$ cat config.mk
export PLATFORM = sky130hd
export DESIGN_NAME = mem_bus_initiator
export DESIGN_NICKNAME = d
export VERILOG_FILES = /design/src/rtl/mem_bus_initiator_pkg.sv /design/src/rtl/mem_bus_initiator_lane_align.sv /design/src/rtl/mem_bus_initiator.sv
export SDC_FILE = /design/constraint.sdc
export NUM_CORES = 1
export LEC_CHECK = 0
export BUFFER_PORTS_ARGS = -buffer_cell sky130_fd_sc_hd__clkbuf_2
export CELL_PAD_IN_SITES_DETAIL_PLACEMENT = 1
export CELL_PAD_IN_SITES_GLOBAL_PLACEMENT = 2
export CORE_MARGIN = 3
export CORE_UTILIZATION = 25
export DETAILED_ROUTE_END_ITERATION = 10
export PLACE_DENSITY = 0.82
export SETUP_SLACK_MARGIN = 0.3
export SLEW_MARGIN = 20
export SYNTH_ARGS = -nofsm -noshare
export SYNTH_HDL_FRONTEND = slang
export SYNTH_HIERARCHICAL = 1
export SYNTH_SLANG_ARGS = --single-unit
export TNS_END_PERCENT = 100
$ cat constraint.sdc
create_clock -name clk -period 2.1 [get_ports clk]
set_input_delay 0.42 -clock clk [delete_from_list [all_inputs] [get_ports clk]]
set_output_delay 0.42 -clock clk [all_outputs]
set_load 0.01 [all_outputs]
$ cat src/rtl/mem_bus_initiator_pkg.sv
// Shared encodings for the MEM-stage bus initiator: access sizes, FSM states,
// the read-data value returned on a bus timeout, and the alignment rule.
package mem_bus_pkg;

  // Access size encodings; 2'd3 is treated as a word everywhere
  localparam logic [1:0] SZ_BYTE = 2'd0;
  localparam logic [1:0] SZ_HALF = 2'd1;
  localparam logic [1:0] SZ_WORD = 2'd2;

  // Initiator FSM states
  localparam logic [1:0] ST_IDLE = 2'd0;
  localparam logic [1:0] ST_REQ  = 2'd1;
  localparam logic [1:0] ST_DONE = 2'd2;

  // Returned as load data when a request times out on the bus
  localparam logic [31:0] ERR_RDATA = 32'hDEADBEEF;

  // Bytes can never be misaligned; halves need addr[0]=0; words need addr[1:0]=0
  function automatic logic is_misaligned(input logic [1:0] size, input logic [1:0] addr_lo);
    logic mis;
    case (size)
      SZ_BYTE: mis = 1'b0;
      SZ_HALF: mis = addr_lo[0];
      default: mis = |addr_lo;
    endcase
    return mis;
  endfunction

endpackage

$ cat src/rtl/mem_bus_initiator_lane_align.sv
// Combinational byte-lane steering for a 32-bit bus: replicates store data
// across lanes and builds byte enables, and extracts/extends load data
// from the raw bus word according to the low address bits.
module mem_lane_align
  import mem_bus_pkg::*;
(
  input  logic [1:0]  size,
  input  logic [1:0]  addr_lo,
  input  logic        is_signed,
  input  logic [31:0] store_data,
  input  logic [31:0] raw_rdata,
  output logic [31:0] lane_wdata,
  output logic [3:0]  lane_be,
  output logic [31:0] load_data
);

  logic [7:0]  byte_sel;
  logic [15:0] half_sel;

  // Per-lane enable and write data: byte stores hit one lane, halves hit a lane pair
  for (genvar gi = 0; gi < 4; gi++) begin : g_lane
    localparam logic [1:0] LANE = 2'(gi);
    assign lane_be[gi] = (size == SZ_BYTE) ? (addr_lo == LANE) :
                         (size == SZ_HALF) ? (addr_lo[1] == LANE[1]) : 1'b1;
    assign lane_wdata[8*gi +: 8] = (size == SZ_BYTE) ? store_data[7:0] :
                                   (size == SZ_HALF) ? store_data[8*(gi%2) +: 8] :
                                                       store_data[8*gi +: 8];
  end

  // Select the addressed byte/half and extend it to 32 bits
  always_comb begin
    case (addr_lo)
      2'd0:    byte_sel = raw_rdata[7:0];
      2'd1:    byte_sel = raw_rdata[15:8];
      2'd2:    byte_sel = raw_rdata[23:16];
      default: byte_sel = raw_rdata[31:24];
    endcase
    half_sel = addr_lo[1] ? raw_rdata[31:16] : raw_rdata[15:0];
    case (size)
      SZ_BYTE: load_data = {{24{is_signed & byte_sel[7]}}, byte_sel};
      SZ_HALF: load_data = {{16{is_signed & half_sel[15]}}, half_sel};
      default: load_data = raw_rdata;
    endcase
  end

endmodule

$ cat src/rtl/mem_bus_initiator.sv
// MEM-stage load/store initiator on a variable-latency req/ack bus.
// Accepts one op per handshake, holds bus_* stable until bus_ack, and
// returns a one-cycle rsp_valid pulse with extended load data.
// Optional build macro MEM_TIMEOUT_EN: abandon a request after TIMEOUT
// cycles in REQ and complete it with err=1 and rsp_rdata=32'hDEADBEEF.
module mem_bus_initiator
  import mem_bus_pkg::*;
#(
  parameter int ADDR_W  = 32,
  parameter int DATA_W  = 32,
  parameter int TIMEOUT = 255
) (
  input  logic              clk,
  input  logic              reset,
  input  logic              req_valid,
  input  logic              req_write,
  input  logic [1:0]        req_size,
  input  logic              req_signed,
  input  logic [ADDR_W-1:0] req_addr,
  input  logic [DATA_W-1:0] req_wdata,
  output logic              stall,
  output logic              rsp_valid,
  output logic [DATA_W-1:0] rsp_rdata,
  output logic              err,
  output logic              bus_req,
  output logic              bus_we,
  output logic [ADDR_W-1:0] bus_addr,
  output logic [DATA_W-1:0] bus_wdata,
  output logic [3:0]        bus_be,
  input  logic              bus_ack,
  input  logic [DATA_W-1:0] bus_rdata
);

  logic [1:0]        state_reg;
  logic [1:0]        size_reg;
  logic [1:0]        addr_lo_reg;
  logic              signed_reg;
  logic              rsp_valid_reg;
  logic [DATA_W-1:0] rsp_rdata_reg;
  logic              err_reg;
  logic              bus_req_reg;
  logic              bus_we_reg;
  logic [ADDR_W-1:0] bus_addr_reg;
  logic [DATA_W-1:0] bus_wdata_reg;
  logic [3:0]        bus_be_reg;

  logic [1:0]        op_size;
  logic [1:0]        op_addr_lo;
  logic              op_signed;
  logic [31:0]       lane_wdata;
  logic [3:0]        lane_be;
  logic [31:0]       load_data;

`ifdef MEM_TIMEOUT_EN
  localparam int CNT_W = (TIMEOUT < 2) ? 1 : $clog2(TIMEOUT + 1);
  localparam logic [CNT_W-1:0] CNT_LAST = CNT_W'(TIMEOUT - 1);
  logic [CNT_W-1:0] timeout_cnt_reg;
`endif

  // While idle the aligner sees the incoming request (store lanes);
  // afterwards it sees the latched op (load extraction at ack time).
  assign op_size    = (state_reg == ST_IDLE) ? req_size      : size_reg;
  assign op_addr_lo = (state_reg == ST_IDLE) ? req_addr[1:0] : addr_lo_reg;
  assign op_signed  = (state_reg == ST_IDLE) ? req_signed    : signed_reg;

  mem_lane_align u_align (
    .size       (op_size),
    .addr_lo    (op_addr_lo),
    .is_signed  (op_signed),
    .store_data (req_wdata),
    .raw_rdata  (bus_rdata),
    .lane_wdata (lane_wdata),
    .lane_be    (lane_be),
    .load_data  (load_data)
  );

  // The pipeline holds until the op's completion cycle
  assign stall = req_valid & (state_reg != ST_DONE);

  // FSM plus all registered bus and response outputs
  always_ff @(posedge clk) begin
    if (!reset) begin
      state_reg     <= ST_IDLE;
      size_reg      <= SZ_BYTE;
      addr_lo_reg   <= 2'd0;
      signed_reg    <= 1'b0;
      rsp_valid_reg <= 1'b0;
      rsp_rdata_reg <= '0;
      err_reg       <= 1'b0;
      bus_req_reg   <= 1'b0;
      bus_we_reg    <= 1'b0;
      bus_addr_reg  <= '0;
      bus_wdata_reg <= '0;
      bus_be_reg    <= 4'b0000;
`ifdef MEM_TIMEOUT_EN
      timeout_cnt_reg <= '0;
`endif
    end else begin
      case (state_reg)
        ST_IDLE: begin
          if (req_valid) begin
            if (is_misaligned(req_size, req_addr[1:0])) begin
              // Misaligned ops complete with an error and never reach the bus
              state_reg     <= ST_DONE;
              rsp_valid_reg <= 1'b1;
              err_reg       <= 1'b1;
              rsp_rdata_reg <= '0;
            end else begin
              state_reg     <= ST_REQ;
              size_reg      <= req_size;
              addr_lo_reg   <= req_addr[1:0];
              signed_reg    <= req_signed;
              bus_req_reg   <= 1'b1;
              bus_we_reg    <= req_write;
              bus_addr_reg  <= {req_addr[ADDR_W-1:2], 2'b00};
              bus_wdata_reg <= lane_wdata;
              bus_be_reg    <= lane_be;
`ifdef MEM_TIMEOUT_EN
              timeout_cnt_reg <= '0;
`endif
            end
          end
        end
        ST_REQ: begin
          if (bus_ack) begin
            state_reg     <= ST_DONE;
            bus_req_reg   <= 1'b0;
            rsp_valid_reg <= 1'b1;
            err_reg       <= 1'b0;
            rsp_rdata_reg <= bus_we_reg ? '0 : load_data;
          end
`ifdef MEM_TIMEOUT_EN
          else if (timeout_cnt_reg == CNT_LAST) begin
            state_reg       <= ST_DONE;
            bus_req_reg     <= 1'b0;
            rsp_valid_reg   <= 1'b1;
            err_reg         <= 1'b1;
            rsp_rdata_reg   <= ERR_RDATA;
            timeout_cnt_reg <= '0;
          end else begin
            timeout_cnt_reg <= timeout_cnt_reg + 1'b1;
          end
`endif
        end
        ST_DONE: begin
          state_reg     <= ST_IDLE;
          rsp_valid_reg <= 1'b0;
          err_reg       <= 1'b0;
        end
        default: begin
          state_reg <= ST_IDLE;
        end
      endcase
    end
  end

  assign rsp_valid = rsp_valid_reg;
  assign rsp_rdata = rsp_rdata_reg;
  assign err       = err_reg;
  assign bus_req   = bus_req_reg;
  assign bus_we    = bus_we_reg;
  assign bus_addr  = bus_addr_reg;
  assign bus_wdata = bus_wdata_reg;
  assign bus_be    = bus_be_reg;

endmodule

==> results of run 1 <==
worst min-delay path, delay by kind of cell:
kind | cells | cell delay (ps)
and+or+nand+nor | 1 | 40
buffers and inverters | 1 | 80
AOI/OAI and AO/OA | 1 | 60
cells by family after synthesis:
family	count (synthesis)	synth area share [%]
other	1	0.0658
AO/OA/AOI/OAI	144	16.1
AND/OR/NAND/NOR	284	23.0
adder cells (fa/ha/maj)	4	0.879
multiplexers	74	13.7
flip-flops	109	38.3
buffers and inverters	75	7.97
cells in the final DEF (no fill, tap or decap), types with 2 or more instances in the layout:
cell type / count
buf_4: 23
a221o_1: 6
clkbuf_16: 10
mux2_4: 23
ha_4: 2
inv_6: 3
inv_1: 2
clkbuf_2: 204
mux2i_1: 41
buf_12: 13
a21oi_2: 11
dfxtp_1: 107
nand2b_1: 3
a21oi_1: 23
o21ai_1: 34
buf_6: 9
mux2i_2: 3
inv_2: 2
nand3_2: 8
dfxtp_2: 2
mux2i_4: 6
and2_1: 3
nand2_1: 139
o21ai_0: 44
o21ai_2: 12
nand2_2: 17
o211ai_4: 2
nor2b_1: 12
nand3_1: 71
a21oi_4: 2
nor2_1: 5
nor2_2: 6
conb_1: 2
and3b_1: 8
ha_1: 2
nor2_4: 2
per-layer routing:
metal  vias up  routed length, µm
met3        23               1400
li1       2746                  -
met5         -                  0
met4         0                395
met1      2526               8700
met2       166               8690
where the power goes:
group	switching (mW)	total [mW]	internal, mW
clock	0.877	1.83	0.948
combinational	1.03	1.96	0.938
sequential	0.0649	2.26	2.19
total	1.97	6.05	4.08
per-stage QoR:
stage	setup WS, ps	TNS [ps]
finish	44.5	0
global route	-40.3	-454
CTS	73.1	0
detailed placement	25.3	0
global placement	50.0	0
floorplan	27.5	0
what timing repair did:
action                     4_1_cts  5_1_grt
setup endpoints to repair       58       59
pin swaps                       11       19
resized for setup               38       66
gates cloned                     1        1
buffers inserted                14        6
hold buffers                     0        0
worst max-delay path by stage:
stage                                    startpoint                         end  slack (ps)  cells after the start
after floorplan           state_reg[1]$_SDFFE_PN0P_  rsp_rdata[28]$_SDFFE_PN0P_          30                     10
after global placement    state_reg[1]$_SDFFE_PN0P_   rsp_rdata[3]$_SDFFE_PN0P_          50                      9
after detailed placement  state_reg[1]$_SDFFE_PN0P_   rsp_rdata[5]$_SDFFE_PN0P_          30                      9
after CTS                 state_reg[1]$_SDFFE_PN0P_  rsp_rdata[18]$_SDFFE_PN0P_          70                      9
after global routing      state_reg[0]$_SDFFE_PN0P_  rsp_rdata[18]$_SDFFE_PN0P_         -40                      9
final                     state_reg[0]$_SDFFE_PN0P_  rsp_rdata[18]$_SDFFE_PN0P_          40                      9
area by class of cell:
class | count | area, µm² | area share, %
multi-input combinational | 508 | 3430 | 43.3
sequential | 109 | 2180 | 27.6
timing repair buffer | 253 | 1630 | 20.6
tap | 280 | 350 | 4.43
clock buffer | 9 | 225 | 2.85
clock inverter | 7 | 80.1 | 1.01
inverter | 4 | 15.0 | 0.190
==> impl_metrics.json, run 1 <==
{
  "netlist_top_cells_area": "dfxtp_1, nand2_1, mux2i_1",
  "layout-drive-gt1-share_pct": 42.7,
  "grt_util_met1_pct": 19.6,
  "r2r_setup_slack_ps": 40,
  "grt_max_degree": 114,
  "ff2ff_path_depth": 9,
  "antennaDiodeCount": 0,
  "rsz0062_at_grt": "yes",
  "slew_viol_final": 0,
  "hp-start": "req_addr[4]",
  "crit_arrival_ps": 2300,
  "finish.utilization_pct": 35.8,
  "worst_pin_slew_ps": 576,
  "ys_seq_elements": 109,
  "min_path_cells": 3,
  "timing.max_cap.violations": 0,
  "avgViaCountPerCell": 4.67,
  "worstPathMaxFanout": 12,
  "start_util_pct": 25.8,
  "cts_root_buffer": "clkbuf_16",
  "cts_tree": "built",
  "vdd_ir_drop_max_v": 0.000313,
  "startpoint_type": "register",
  "slew_headroom_pct": 61.6,
  "syn_area_um2": 5700,
  "fmax_mhz": 487,
  "finalHoldWorstSlack_ps": 280,
  "place_area_um2": 7030,
  "drtPass1Iterations": 4,
  "yosysMostFrequentCell": "nand2_1",
  "fillers": 2650,
  "async_flop_share_pct": 0,
  "rows": 54,
  "final_area_um2": 7910,
  "seq_area_frac_synth_pct": 38.3,
  "cts.sinks": 109,
  "layout.nets": 993,
  "synth-main-ff-cell": "dfxtp_1",
  "io_buffers": 206,
  "timing.rr.end": "rsp_rdata[18]$_SDFFE_PN0P_",
  "grt_antenna_before_repair": 0,
  "grt-busiest-layer": "met2",
  "min_period_over_period_pct": 97.9,
  "postRouteAntennaNets": 0,
  "htree_levels": 3,
  "cts_buffers": 9,
  "endpoint_kind": "register",
  "critical_path.most_common_cell": "mux2_4",
  "die_x_um": 157,
  "whs_endpoint": "bus_addr[4]$_SDFFE_PN0P_",
  "leakage_nw": 3.60,
  "ys_warn_count": 6,
  "synth.largest_area_cell": "dfxtp_1",
  "use_met2_pct": 24.1,
  "setup_viol": 0,
  "grt_pass1_wl_um": 29900,
  "total_power_mw": 6.05,
  "drcViolationCount": 0,
  "critPathKind": "register to register",
  "area_growth_pct": 38.9,
  "syn_inst": 691,
  "critPathTopFamily": "multiplexers",
  "synth.distinct_cells": 49,
  "pwr_density_cell_nw_per_um2": 764,
  "drt_wl_total_um": 19200,
  "final_hold_viol_count": 0,
  "ys_top_cells_by_count": "nand2_1, dfxtp_1, nand3_1, o21ai_0, mux2i_1",
  "worst_clock_skew_ps": 6.39,
  "critPathRequiredTime_ps": 2340,
  "gp_congestion": 0.784,
  "finalWorstPathRequiredPeriod_ps": 2060,
  "path_cells": "inv_2 -> ha_4 -> mux2_4 -> mux2_4 -> a22oi_4 -> buf_12 -> a21oi_1 -> nand2_1 -> mux2i_1",
  "post_drt_wl_per_cell_um": 16.4,
  "vias": 5461,
  "grt_pass1_vias": 5478,
  "final_cells": 1170,
  "ios": 209,
  "clk_latency_ps": 350,
  "design.core.area_um2": 22100,
  "max_stage_delay_ps": 350,
  "grtUsageTotal_pct": 15.1,
  "cp_slowest_cell": "mux2_4",
  "synth_edf_count": 0,
  "dp_hpwl_um": 13600,
  "grt_use_met3_pct": 4.45,
  "die-area_um2": 24600,
  "status": "complete, no violations",
  "die_height_um": 157,
  "overflow": 0,
  "yosysTopAreaCellShare_pct": 38.3,
  "r2r-start": "state_reg[0]$_SDFFE_PN0P_",
  "path_clk_slew_ps": 80,
  "avgSynthCellArea_um2": 8.24,
  "drt_iter0_markers": 215,
  "dp_cells": 1132,
  "hp-class": "input pin to register",
  "clk_path_buf_depth": 2,
  "path_buf_inv": 2
}
No activity file was read; power rests on OpenSTA's default activity.
==> run 2: changes to the inputs <==
--- a/config.mk
+++ b/config.mk
@@ -8,6 +8,7 @@
 export BUFFER_PORTS_ARGS = -buffer_cell sky130_fd_sc_hd__clkbuf_2
 export CELL_PAD_IN_SITES_DETAIL_PLACEMENT = 1
 export CELL_PAD_IN_SITES_GLOBAL_PLACEMENT = 2
+export CORE_ASPECT_RATIO = 0.7
 export CORE_MARGIN = 3
 export CORE_UTILIZATION = 25
 export DETAILED_ROUTE_END_ITERATION = 10
==> impl_metrics.json, run 2 (synthesis results as in run 1) <==
{
  "gp_congestion": 0.778,
  "ios": 209,
  "drt_wl_total_um": 20300,
  "drcViolationCount": 0,
  "worst_clock_skew_ps": 7.38,
  "worst_slack_ps": 53.5,
  "vias": 5551,
  "postRouteAntennaNets": 0,
  "rsz0062_at_grt": "yes",
  "antennaDiodeCount": 0,
  "ff2ff_path_depth": 9,
  "final_hold_viol_count": 0,
  "min_path_cells": 3,
  "clk_path_buf_depth": 2,
  "slew_viol_final": 0,
  "finalHoldWorstSlack_ps": 275,
  "whs_endpoint": "bus_addr[29]$_SDFFE_PN0P_",
  "critPathKind": "register to register",
  "avgViaCountPerCell": 4.63,
  "post_drt_wl_per_cell_um": 16.9,
  "setup_viol": 0,
  "crit_arrival_ps": 2280,
  "worstPathMaxFanout": 7,
  "io_buffers": 206,
  "layout-drive-gt1-share_pct": 39.5,
  "r2r-start": "state_reg[0]$_SDFFE_PN0P_",
  "min_period_over_period_pct": 97.5,
  "vdd_ir_drop_max_v": 0.000395,
  "total_power_mw": 6.06,
  "fillers": 2695,
  "layout.nets": 997,
  "startpoint_type": "register",
  "htree_levels": 3,
  "dp_hpwl_um": 15000,
  "hp-class": "input pin to register",
  "final_cell_mix": "clkbuf_2, nand2_1, dfxtp_1, nand3_1, o21ai_0",
  "leakage_nw": 3.56,
  "cts.sinks": 109,
  "path_clk_slew_ps": 80,
  "layout_commonest_cell": "clkbuf_2",
  "start_util_pct": 25.9,
  "final.setup.tns_ps": 0,
  "finalWorstPathRequiredPeriod_ps": 2050,
  "dp_worst_setup_slack_ps": -46.1,
  "rows": 45,
  "grt_pass1_vias": 5583,
  "cts_root_buffer": "clkbuf_16",
  "drt_iter0_markers": 283,
  "hp-start": "req_addr[29]",
  "clk_latency_ps": 360,
  "pwr_density_cell_nw_per_um2": 780,
  "r2r_setup_slack_ps": 50,
  "finish.utilization_pct": 35.3,
  "design.core.area_um2": 22000,
  "critPathRequiredTime_ps": 2340,
  "grtUsageTotal_pct": 15.7,
  "grt_antenna_before_repair": 0,
  "cts_buffers": 9,
  "area_growth_pct": 36.5,
  "endpoint_kind": "register",
  "grt_max_degree": 89,
  "die_height_um": 132,
  "timing.max_cap.violations": 0,
  "die_x_um": 186,
  "status": "complete, no violations",
  "die-area_um2": 24700,
  "overflow": 0,
  "cts_tree": "built",
  "timing.rr.end": "rsp_rdata[30]$_SDFFE_PN0P_",
  "grt_pass1_wl_um": 31000,
  "drtPass1Iterations": 4,
  "fmax_mhz": 489,
  "postCtsHoldBufs": 0
}
[run 2: cell types whose count changed in the layout (fill, tap and decap cells not counted), sizes merged]
cell    change
buf         +4
inv         -3
bufinv      +1
clkbuf      +1
[run 2: worst max-delay path: stages (launching register included)]
cell and delay, ps:
dfxtp_2 330, inv_2 70, ha_4 180, mux2_4 380, mux2_4 330, a21oi_4 250, buf_4 160, a21oi_2 70
nand2_1 80, mux2i_1 60
[run 2: metrics by stage]
stage	cells	instance area, µm²
after detailed placement	1169	7150
after global placement	1169	7150
after CTS	1193	7650
after floorplan	692	5840
after global routing	1198	7780
final	1198	7780
[run 2: cell type report]
cell class                      count  area (µm²)  area share [%]
Multi-Input combinational cell    508        3260            41.9
Sequential cell                   109        2180            28.1
Timing Repair Buffer              257        1620            20.8
Tap cell                          305         382            4.91
Clock buffer                       10         229            2.94
Clock inverter                      5        85.1            1.09
Inverter                            4        15.0           0.193
[run 2: how the worst max path moves through the flow]
stage | from | end | slack (ps) | cells past startpoint
2_1_floorplan | state_reg[1]$_SDFFE_PN0P_ | rsp_rdata[28]$_SDFFE_PN0P_ | 30 | 10
3_3_place_gp | state_reg[1]$_SDFFE_PN0P_ | rsp_rdata[3]$_SDFFE_PN0P_ | 20 | 9
3_5_place_dp | state_reg[0]$_SDFFE_PN0P_ | rsp_rdata[29]$_SDFFE_PN0P_ | -50 | 9
4_1_cts | state_reg[1]$_SDFFE_PN0P_ | rsp_rdata[17]$_SDFFE_PN0P_ | 70 | 10
5_1_grt | state_reg[0]$_SDFFE_PN0P_ | rsp_rdata[16]$_SDFFE_PN0P_ | -80 | 10
6_report | state_reg[0]$_SDFFE_PN0P_ | rsp_rdata[30]$_SDFFE_PN0P_ | 50 | 9
[run 2: layer usage]
| layer | vias up | track usage (%) | part of all wire [%] |
|---|---|---|---|
| met1 | 2616 | 21.4 | 49 |
| met2 | 158 | 23.6 | 42 |
| li1 | 2759 | - | - |
| met5 | - | 0 | 0 |
| met3 | 18 | 6.01 | 7.7 |
| met4 | 0 | 3.19 | 1.0 |
[run 2: where the power goes]
| part | total (mW) | switching [mW] | internal, mW |
|---|---|---|---|
| combinational | 1.93 | 1.04 | 0.884 |
| clock | 1.87 | 0.826 | 1.05 |
| sequential | 2.26 | 0.0684 | 2.19 |
[run 2: repair_timing]
item                       CTS  global route
setup endpoints to repair   60            61
cloned                       1             1
gates resized for setup     21            31
pin swaps                    5             9
buffers inserted             8             4
